[src/rtl/if_fetch_pkg.sv]
// rtl/if_fetch_pkg.sv - shared pipeline definitions for the instruction-fetch stage
//
// Contents:
//   fetch_state_t     fetch controller states (REQ / WAIT / VALID)
//   NOP               bubble presented to IF/ID while no instruction is held
//   DEFAULT_RESET_PC  default PC after reset
//   word_align()      clears the two low address bits

package if_fetch_pkg;

   typedef enum logic [1:0] {
      FETCH_REQ   = 2'd0,
      FETCH_WAIT  = 2'd1,
      FETCH_VALID = 2'd2
   } fetch_state_t;

   localparam logic [31:0] NOP              = 32'h0000_0000;
   localparam logic [31:0] DEFAULT_RESET_PC = 32'h0000_0000;

   // Instruction addresses are always word aligned, so any low bits on
   // an incoming target are discarded rather than trusted.
   function automatic logic [31:0] word_align(input logic [31:0] addr);
      return addr & ~32'h0000_0003;
   endfunction

endpackage

[src/rtl/if_fetch.sv]
// rtl/if_fetch.sv - MIPS instruction-fetch stage: PC register and instruction-memory port
//
// Ports:
//   clk              pipeline clock, rising edge
//   reset            asynchronous active-high reset
//   Stall            hazard-unit hold (same signal that holds IF/ID)
//   Redirect         taken branch/jump resolved in ID this cycle
//   Redirect_Target  new PC when Redirect=1 (low two bits ignored)
//   inst_req         instruction-memory request valid
//   inst_addr        request address (= PC)
//   inst_addr_ok     request accepted this cycle
//   inst_data_ok     read data returned this cycle
//   inst_rdata       read data, valid with inst_data_ok
//   IF_PC_plus_4     PC+4 of the presented instruction
//   IF_Instruction   fetched instruction, NOP when IF_Valid=0
//   IF_Valid         IF_Instruction holds a real instruction
//   Fetch_Stall      inverse of IF_Valid, to the hazard unit

module if_fetch
   import if_fetch_pkg::*;
#(
   parameter logic [31:0] RESET_PC = DEFAULT_RESET_PC
) (
   input  logic        clk,
   input  logic        reset,
   input  logic        Stall,
   input  logic        Redirect,
   input  logic [31:0] Redirect_Target,
   output logic        inst_req,
   output logic [31:0] inst_addr,
   input  logic        inst_addr_ok,
   input  logic        inst_data_ok,
   input  logic [31:0] inst_rdata,
   output logic [31:0] IF_PC_plus_4,
   output logic [31:0] IF_Instruction,
   output logic        IF_Valid,
   output logic        Fetch_Stall
);

   fetch_state_t state;
   fetch_state_t state_next;
   logic [31:0]  pc;
   logic [31:0]  pc_next;
   logic [31:0]  inst_buf;
   logic [31:0]  inst_buf_next;
   // Set when the outstanding read belongs to a PC that has since been
   // redirected away from; its data must be swallowed when it arrives.
   logic         drop;
   logic         drop_next;
   logic [31:0]  target;

   assign target = word_align(Redirect_Target);

   // State register
   always_ff @(posedge clk or posedge reset) begin
      if (reset) begin
         state    <= FETCH_REQ;
         pc       <= RESET_PC;
         inst_buf <= NOP;
         drop     <= 1'b0;
      end else begin
         state    <= state_next;
         pc       <= pc_next;
         inst_buf <= inst_buf_next;
         drop     <= drop_next;
      end
   end

   // Next-state logic. Redirect outranks Stall everywhere; Stall only
   // matters once an instruction is being presented.
   always_comb begin
      state_next    = state;
      pc_next       = pc;
      inst_buf_next = inst_buf;
      drop_next     = drop;
      case (state)
         FETCH_REQ: begin
            if (Redirect) begin
               pc_next = target;
            end
            if (inst_addr_ok) begin
               state_next = FETCH_WAIT;
               // The accepted request was for the old PC when redirecting.
               drop_next  = Redirect;
            end
         end
         FETCH_WAIT: begin
            if (inst_data_ok) begin
               state_next = FETCH_REQ;
               drop_next  = 1'b0;
               if (Redirect) begin
                  pc_next = target;
               end else if (!drop) begin
                  inst_buf_next = inst_rdata;
                  state_next    = FETCH_VALID;
               end
            end else if (Redirect) begin
               pc_next   = target;
               drop_next = 1'b1;
            end
         end
         FETCH_VALID: begin
            if (Redirect) begin
               pc_next    = target;
               state_next = FETCH_REQ;
            end else if (!Stall) begin
               pc_next    = pc + 32'd4;
               state_next = FETCH_REQ;
            end
         end
         default: begin
            state_next = FETCH_REQ;
            drop_next  = 1'b0;
         end
      endcase
   end

   // Output decode: purely from registered state, so memory read data
   // never reaches IF_Instruction combinationally.
   always_comb begin
      inst_req       = 1'b0;
      inst_addr      = pc;
      IF_PC_plus_4   = pc + 32'd4;
      IF_Valid       = 1'b0;
      IF_Instruction = NOP;
      case (state)
         FETCH_REQ: begin
            inst_req = 1'b1;
         end
         FETCH_VALID: begin
            IF_Valid       = 1'b1;
            IF_Instruction = inst_buf;
         end
         default: begin
            inst_req = 1'b0;
         end
      endcase
      Fetch_Stall = ~IF_Valid;
   end

endmodule
[config.mk]
export PLATFORM = sky130hd
export DESIGN_NAME = if_fetch
export DESIGN_NICKNAME = d
export VERILOG_FILES = /design/src/rtl/if_fetch_pkg.sv /design/src/rtl/if_fetch.sv
export SDC_FILE = /design/constraint.sdc
export NUM_CORES = 1
export LEC_CHECK = 0
export ABC_AREA = 0
export CAP_MARGIN = 20
export CELL_PAD_IN_SITES_DETAIL_PLACEMENT = 1
export CELL_PAD_IN_SITES_GLOBAL_PLACEMENT = 1
export CORE_UTILIZATION = 29
export CTS_BUF_LIST = sky130_fd_sc_hd__clkbuf_4
export CTS_CLUSTER_SIZE = 16
export DETAILED_ROUTE_END_ITERATION = 12
export PLACE_DENSITY_LB_ADDON = 0.1
export RECOVER_POWER = 100
export SLEW_MARGIN = 20
export SYNTH_ARGS = -nofsm -noshare
export SYNTH_HDL_FRONTEND = slang
export SYNTH_SLANG_ARGS = --single-unit
export TNS_END_PERCENT = 10
[constraint.sdc]
create_clock -name clk -period 1.9 [get_ports clk]
set_input_delay 0.285 -clock clk [delete_from_list [all_inputs] [get_ports clk]]
set_output_delay 0.285 -clock clk [all_outputs]
set_load 0.1 [all_outputs]
======== Word-level counts from Yosys, hierarchy flattened ========
Index checks and enable logic that the tools add are counted.
operators by class
  equality and inequality tests ........... 7
  mux-type cells .......................... 18
  add/sub/neg operators ................... 1
  bitwise gates (word level) .............. 4
  reduce and logical (&&, ||, !) cells .... 7
operators by type and width
  cell                                                                      number
  32-bit two-way mux                                                        4
  32-bit case mux with 2 select lines                                       1
  32-bit by 3-bit adder with 32-bit output (second input constant)          1
  2-bit two-way mux                                                         6
  3-bit AND reduction                                                       3
  3-bit inequality test (second input constant)                             2
  2-bit case mux with 3 select lines                                        1
  1-bit two-way mux                                                         5
  2-bit inequality test (second input constant)                             2
  1-bit inverter                                                            4
  4-bit AND reduction                                                       1
  1-bit case mux with 3 select lines                                        1
  2-bit by 1-bit == test with 1-bit output (second input constant)          1
  2-bit == test (second input constant)                                     1
  2-bit logical NOT                                                         1
  2-bit by 1-bit inequality test with 1-bit output (second input constant)  1
  2-bit nonzero test                                                        1
  2-bit OR reduction                                                        1
word-level totals
  word-level logic and storage cells ...... 41
  bits in registers ....................... 67
  input port bits ......................... 70
  output and inout bits ................... 99

======== Logic depth before layout (Yosys ltp) ========
Gate-level depths: netlist of run 1.
  word-level depth ........................ 4
  gate-level depth with buffers ........... 8
  depth with buffers taken out ............ 6

======== Least setup slack after synthesis of run 1 ========
Ideal clock, no wire load.
  path type ............................... reg2out
  from .................................... register pc[10] (netlist: inst_addr[10])
  to ...................................... output IF_PC_plus_4[21]
  buffers on the path ..................... 1
  arrival time ............................ 3948 ps
  data required time ...................... 1615 ps
  cell stages (with the launch flop) ...... 6
  setup slack ............................. -2333 ps
  cells stage by stage .................... dfrtp_1 buf_2 nand4_2 or4_4 or3_4 xnor2_1
between the ends
  cells in the longest elaborated chain, start to end .. 1
RTL lines
  element                                   line             RTL
  start: declaration                        if_fetch.sv:42   logic [31:0] pc;
  start signal: assignment                  if_fetch.sv:63   pc <= pc_next;
  32-bit by 3-bit adder with 32-bit output  if_fetch.sv:123  IF_PC_plus_4 = pc + 32'd4;
  end: declaration                          if_fetch.sv:34   output logic [31:0] IF_PC_plus_4,
Every way passes these cells.

======== Worst setup path in the final report of run 1 ========
  from .................................... register pc[15] (netlist: inst_addr[15])
  to ...................................... output IF_PC_plus_4[25]
The elaborated chain is that of the path after synthesis.

==> key figures, run 1 <==
Outcome
  • Run status: complete, but fails checks
  • Violated checks: setup timing

Critical path
  • Crit path kind: register to output port
  • Type of element launching the critical path: register
  • Crit path depth: 7
  • Length in cells of the worst reg-to-reg path: 9
  • Required time of the worst setup path: 1.62 ns
  • Kind of cell adding the most delay to the critical path: simple AND/OR/NAND/NOR gates
  • Crit end category: output port
  • Worst path slowest cell: or4_4
  • Ordered list of cells on the worst path: nand3_2, or4_4, buf_6, nor4_4, buf_4, xor2_4, buf_12
  • Largest incremental delay on the critical path: 0.57 ns
  • Worst Path Max Fanout: 3
  • Arrival time reported for the critical path endpoint: 2.35 ns
  • Bufs and invs on worst path: 3

Layout
  • Area taken by flip-flops and latches: 1660 um2
  • Net count reported at finish: 717
  • Layout area overhead: 110%
  • ANT cells: 0
  • Commonest non-fill, non-tap cell in the layout: buf_12
  • Number of standard cells in the layout, taps in and fillers out: 823
  • Multi-input gate area: 2670 um2
  • Top library cells by usage in the layout, fill and taps aside: buf_12, clkdlybuf4s50_1, buf_4, dfrtp_1
  • Filler cells: 1321
  • Share of cells above drive strength 1: 53.1%

Clock network
  • Buffer levels on the longest clock path: 2
  • H-tree Lvls: 3
  • Clock sink total: 65
  • TritonCTS clock tree: built
  • Hold Buf Count CTS: 0
  • CTS clock-pin slew for the worst setup and hold paths: 0.13 ns
  • Insertion delay of the later-clocked pin in the worst-skew pair: 0.45 ns
  • TritonCTS Buffers: 9
  • CTS root buf: clkbuf_4

Global routing
  • Wire length of the first global-routing pass: 23800 um
  • Overall fraction of global-route tracks in use: 23.4%
  • Overall overflow remaining after global route: 0
  • Antenna violations before repair: 0
  • Vias in the first global route: 4524
  • Maximum number of pins on one net before global-route repair: 33

STA
  • RSZ-0062 raised after global routing: yes
  • Clock period minus final worst setup slack: 2.64 ns
  • Clock Skew: 0.0115 ns
  • Final slew viol count: 0
  • Relative max-transition margin: 52.7%
  • Fraction of the cycle the final worst path needs: 139%
  • Final critical-path setup slack: -0.740 ns
  • Sum of negative setup slack: -21.68 ns
  • Final hold viol count: 0
  • Achievable frequency: 0.379 GHz
  • Number of failing setup endpoints in the final timing report: 70
  • Tightest Pin Transition: 0.709 ns

Floorplanning
  • Initial core utilization: 29.9%
  • Total number of placement rows: 41
  • Die H: 117 um
  • Die footprint: 13600 um2
  • Core Area: 12700 um2
  • Die X-Extent: 117 um
  • IO Count: 169

Detailed routing
  • Avg WL per Cell: 19.1 um
  • Count of nets left with antenna violations after detail routing: 0
  • Residual DRC: 0
  • Routed wire length: 15700 um
  • Via density: 5.04
  • First-pass iteration count of the detailed router: 4
  • Overall via count from detail_route: 4147
  • Initial detailed-routing violation count: 108

Job
  • Max-cap violations: 0

Placement
  • RD Place Congestion: 0.819
  • Count of buffers inserted at the top-level ports: 162
  • HPWL Detailed: 11300 um
  • Placed Instances: 790

Yosys
  • Dominant cell type by area after synthesis: dfrtp_1
  • Synthesis-stage register bit count: 65
  • Post-Synthesis Mean Instance Area: 9.61 um2
  • Synth area leaders: dfrtp_1, mux2_2, and2_1
  • Number of synthesized flops with an enable pin: 0
  • Post-synth cell types: 49
  • Primary flip-flop cell chosen by synthesis mapping: dfrtp_1
  • Netlist area before placement: 3810 um2
  • Fraction of synthesized cell area taken by the top area cell type: 42.7%
  • Portion of the post-synthesis area used by sequential elements: 42.7%
  • Number of instances in the synthesized netlist: 396
  • Number of warning messages in the yosys log: 0
  • Synth async-reset ratio: 100%

Pwr
  • Reported leakage power: 3.40 nW
  • Total power divided by cell area: 1090 nW/um2
  • Worst supply voltage drop on vdd: 0.764 mV

Worst hold path
  • Type of the tightest min-delay check: input port to asynchronous set/reset pin
[metal layers]
metal | track usage, % | vias up | share of wire (%)
met4 | 10.6 | 0 | 3.1
met3 | 4.10 | 35 | 4.2
met1 | 25.5 | 2094 | 37
li1 | - | 1905 | -
met2 | 43.9 | 113 | 56
met5 | 0 | - | 0
[state kept, by name (all words and copies together), names as in the netlist]
name,count
inst_addr,30
inst_buf,32
state,2
drop,1
[logic make-up (layout without fill, tap and decap cells)]
family / count (synthesis) / count (layout) / share of synthesized area [%]
multiplexers: 33 / 33 / 9.73
XOR/XNOR: 28 / 28 / 6.44
flip-flops: 65 / 65 / 42.7
adder cells (fa/ha/maj): 1 / 1 / 0.329
other: 1 / 4 / 0.0985
AND/OR/NAND/NOR: 152 / 152 / 22.9
AO/OA/AOI/OAI: 81 / 81 / 13.8
buffers and inverters: 35 / 287 / 3.98
[report_power, final]
group,switching [mW],internal (mW)
Combinational,3.45,2.11
Clock,0.610,0.414
Sequential,0.280,1.87
Total,4.34,4.39
[final timing paths]
kind,from,to,slack [ns]
min in group clk,Redirect_Target[2],inst_addr[2],0.37
worst max-delay path,inst_addr[15],IF_PC_plus_4[25],-0.74
worst max register to register,inst_addr[15],inst_addr[25],-0.29
worst min-delay path,reset,inst_buf[11],0.37
max in group asynchronous,reset,inst_addr[14],0.46
worst min register to register,inst_buf[8],inst_buf[8],0.51
[area by class of cell]
class / instances / area share [%]
tap: 172 / 2.69
sequential: 65 / 20.7
multi-input combinational: 299 / 33.3
clock buffer: 9 / 0.845
clock inverter: 7 / 0.970
inverter: 6 / 0.282
timing repair buffer: 265 / 41.2
[per-stage QoR]
step / setup WS [ns] / cell area [um2] / hold slack, ns / power, mW / utilization [%]
2_1_floorplan: -0.989 / 4290 / 0.399 / 5.55 / -
3_3_place_gp: -0.213 / 7580 / 0.478 / 7.51 / 59.6
3_5_place_dp: -0.227 / 7580 / 0.487 / 7.64 / 59.6
4_1_cts: -0.706 / 8010 / 0.129 / 8.81 / 62.9
5_1_grt: -0.859 / 8000 / 0.390 / 9.07 / 62.9
6_report: -0.740 / 8000 / 0.370 / 8.73 / 62.9
[Yosys cell counts, types with 10 or more instances]
library cell and instances:
xnor2_1 21, nand3_1 17, mux2_2 32, o21ai_0 10, o22ai_1 12, and2_1 32
nand2_1 33, nor2_1 26, dfrtp_1 65, a21oi_1 25, clkbuf_1 21, nand4_1 11
[repair_timing]
item | in CTS | in global routing
gates resized for setup | 56 | 14
setup endpoints to repair | 69 | 71
pin swaps | 48 | 18
setup buffers | 9 | 8
(Power assumes the default switching activity.)
==> inputs of run 2 (changes only) <==
SLEW_MARGIN = 10   (was 20)
==> results of run 2 <==
No change in the layout: final DEF, timing and power equal those of run 1.
==> inputs of run 3 (changes only) <==
CORE_UTILIZATION = 34   (was 29)
clock period = 3.2 ns   (was 1.9 ns; I/O delays follow)
==> run 3 against run 2 <==
Effect of this change:
- the flow now finishes without violations
- critical path depth decreased by 2
- worst setup slack improved by 0.89 ns
- sequential power decreased by 37%
- die area decreased by 14%
- routed wire length decreased by 23%
- power decreased by 48%
- sequential share of layout area increased by 6.8 points
- non-clock buffer count decreased by 88
- core utilization decreased by 7.8 points
- critical path type unchanged
- largest cell class is now multi-input gates
- largest power group unchanged
==> key figures, run 3 (synthesized netlist as in run 1, its figures left out) <==
Outcome
  • Run status: completed (was complete, but fails checks)

Worst hold path
  • Type of the tightest min-delay check: register to register (was input port to asynchronous set/reset pin)
  • Hold-critical path depth: 1
  • Startpoint of the most critical hold path: inst_buf[24]
  • Sink of the worst hold path: inst_buf[24]

STA
  • Fraction of the cycle the final worst path needs: 95.4%
  • Final slew viol count: 0 (unchanged)
  • RSZ-0062 raised after global routing: yes (unchanged)
  • Sum of negative setup slack: 0 ns (was -21.68 ns)
  • Tightest Pin Transition: 1.30 ns (was 0.709 ns)
  • Achievable frequency: 0.328 GHz
  • Clock Skew: 0.0126 ns (was 0.0115 ns)
  • Clock period minus final worst setup slack: 3.05 ns
  • Relative max-transition margin: 13.0% (was 52.7%)
  • Final hold viol count: 0 (unchanged)
  • Number of failing setup endpoints in the final timing report: 0 (was 70)

Critical path
  • Reg-to-Reg End: inst_addr[24] (was inst_addr[25])
  • Worst Path Max Fanout: 7 (was 3)
  • Length in cells of the worst reg-to-reg path: 8 (was 9)
  • Required time of the worst setup path: 2.72 ns (was 1.62 ns)
  • Crit path kind: register to output port (unchanged)
  • Worst-case register-to-register setup slack: 0.90 ns (was -0.29 ns)
  • R2R Path Start: state[1] (was inst_addr[15])
  • Arrival time reported for the critical path endpoint: 2.57 ns (was 2.35 ns)
  • Type of element launching the critical path: register (unchanged)
  • Crit end category: output port (unchanged)

Clock network
  • CTS clock-pin slew for the worst setup and hold paths: 0.13 ns (about the same)
  • TritonCTS Buffers: 9 (unchanged)
  • Insertion delay of the later-clocked pin in the worst-skew pair: 0.40 ns (was 0.45 ns)
  • Hold Buf Count CTS: 0 (unchanged)
  • H-tree Lvls: 3 (unchanged)
  • Clock sink total: 65 (unchanged)
  • CTS root buf: clkbuf_4 (unchanged)
  • Buffer levels on the longest clock path: 2 (unchanged)
  • TritonCTS clock tree: built (unchanged)

Detailed routing
  • Via density: 5.15 (was 5.04)
  • Routed wire length: 12000 um (was 15700 um)
  • Residual DRC: 0 (unchanged)
  • Initial detailed-routing violation count: 111 (was 108)
  • Count of nets left with antenna violations after detail routing: 0 (unchanged)
  • First-pass iteration count of the detailed router: 4 (unchanged)
  • Avg WL per Cell: 17.1 um (was 19.1 um)
  • Overall via count from detail_route: 3629 (was 4147)

Floorplanning
  • Total number of placement rows: 38 (was 41)
  • Die X-Extent: 108 um (was 117 um)
  • Core Area: 10900 um2 (was 12700 um2)
  • Die H: 108 um (was 117 um)
  • Initial core utilization: 35.0% (was 29.9%)
  • Die footprint: 11600 um2 (was 13600 um2)
  • IO Count: 169 (unchanged)

Placement
  • Post-DP Area: 5890 um2 (was 7580 um2)
  • Count of buffers inserted at the top-level ports: 162 (unchanged)
  • HPWL Detailed: 8980 um (was 11300 um)
  • RD Place Congestion: 0.768 (was 0.819)

Job
  • Max-cap violations: 0 (unchanged)

Layout
  • Commonest non-fill, non-tap cell in the layout: clkdlybuf4s50_1 (was buf_12)
  • Top library cells by usage in the layout, fill and taps aside: clkdlybuf4s50_1, buf_4, dfrtp_1, nand2_1 (was buf_12, clkdlybuf4s50_1, buf_4, dfrtp_1)
  • Layout area overhead: 57.4% (was 110%)
  • Share of cells above drive strength 1: 33.6% (was 53.1%)
  • Largest register by flop count: inst_buf (unchanged)
  • Max FFs per register: 32 (unchanged)
  • Net count reported at finish: 629 (was 717)
  • Final non-filler cell area: 5990 um2 (was 8000 um2)

Pwr
  • Worst supply voltage drop on vdd: 0.550 mV (was 0.764 mV)
  • Total power divided by cell area: 759 nW/um2 (was 1090 nW/um2)
  • Overall power of the completed layout: 4.55 mW (was 8.73 mW)
  • Reported leakage power: 2.52 nW (was 3.40 nW)

Global routing
  • Overall fraction of global-route tracks in use: 22.0% (was 23.4%)
  • Antenna violations before repair: 1 (was 0)
  • Overall overflow remaining after global route: 0 (unchanged)
  • Wire length of the first global-routing pass: 19600 um (was 23800 um)
  • Vias in the first global route: 3793 (was 4524)
  • Maximum number of pins on one net before global-route repair: 37 (was 33)
==> run 3: cell count changes in the layout (fill, tap and decap cells not counted), sizes merged, moves of 2 or more <==
| cell | delta |
|---|---|
| clkdlybuf4s50 | -2 |
| bufinv | +2 |
| dlygate4sd3 | +2 |
| clkbuf | +3 |
| buf | -91 |
| inv | -3 |
==> run 3: worst max path at each step <==
stage	start	end	cells past startpoint
after global placement	inst_addr[21]	IF_PC_plus_4[31]	6
final	inst_addr[11]	IF_PC_plus_4[25]	5
after floorplan	inst_addr[14]	IF_PC_plus_4[23]	4
after detailed placement	inst_addr[22]	IF_PC_plus_4[31]	6
after CTS	inst_addr[22]	IF_PC_plus_4[31]	6
after global routing	inst_addr[22]	IF_PC_plus_4[31]	6
==> run 3: final cells by class <==
cell class / count / area (um2)
Sequential cell: 65 / 1650
Inverter: 6 / 22.5
Multi-Input combinational cell: 299 / 2300
Tap cell: 140 / 175
Clock buffer: 9 / 67.6
Fill cell: 1258 / 4900
Antenna cell: 1 / 2.50
Timing Repair Buffer: 177 / 1660
Clock inverter: 7 / 119
==> run 3: where the power goes <==
| group | switching, mW | internal (mW) | leakage, nW |
|---|---|---|---|
| clock | 0.327 | 0.395 | 0.0938 |
| combinational | 1.74 | 0.730 | 1.68 |
| sequential | 0.254 | 1.10 | 0.750 |
==> run 3: metal layers <==
layer	track usage, %	vias up	wire length [um]
met5	0	-	0
met4	6.16	0	134
met3	3.45	10	468
met2	38.2	96	6210
met1	28.2	1796	5210
li1	-	1727	-
==> run 3: through the flow <==
| stage | cells | utilization [%] | hold WS (ns) | setup WS [ns] |
|---|---|---|---|---|
| 2_1_floorplan | 399 | - | 0.471 | -0.347 |
| 3_3_place_gp | 686 | 54.1 | 0.477 | 0.510 |
| 3_5_place_dp | 686 | 54.1 | 0.485 | 0.454 |
| 4_1_cts | 702 | 55.8 | 0.507 | 0.0436 |
| 5_1_grt | 704 | 55.0 | 0.531 | 0.0110 |
| 6_report | 704 | 55.0 | 0.507 | 0.147 |
==> run 3: what timing repair did <==
item | in CTS | in global routing
gates resized for setup | 1 | 4
setup endpoints to repair | 1 | 3
pin swaps | 0 | 2
buffers inserted | 0 | 1
hold endpoints to repair | 0 | 0
==> run 3: critical path, stage by stage, from the launching register on <==
cell	delay, ns
dfrtp_2	0.47
nand4_2	0.22
or4_4	0.61
nor4_4	0.45
xor2_4	0.21
buf_12	0.19
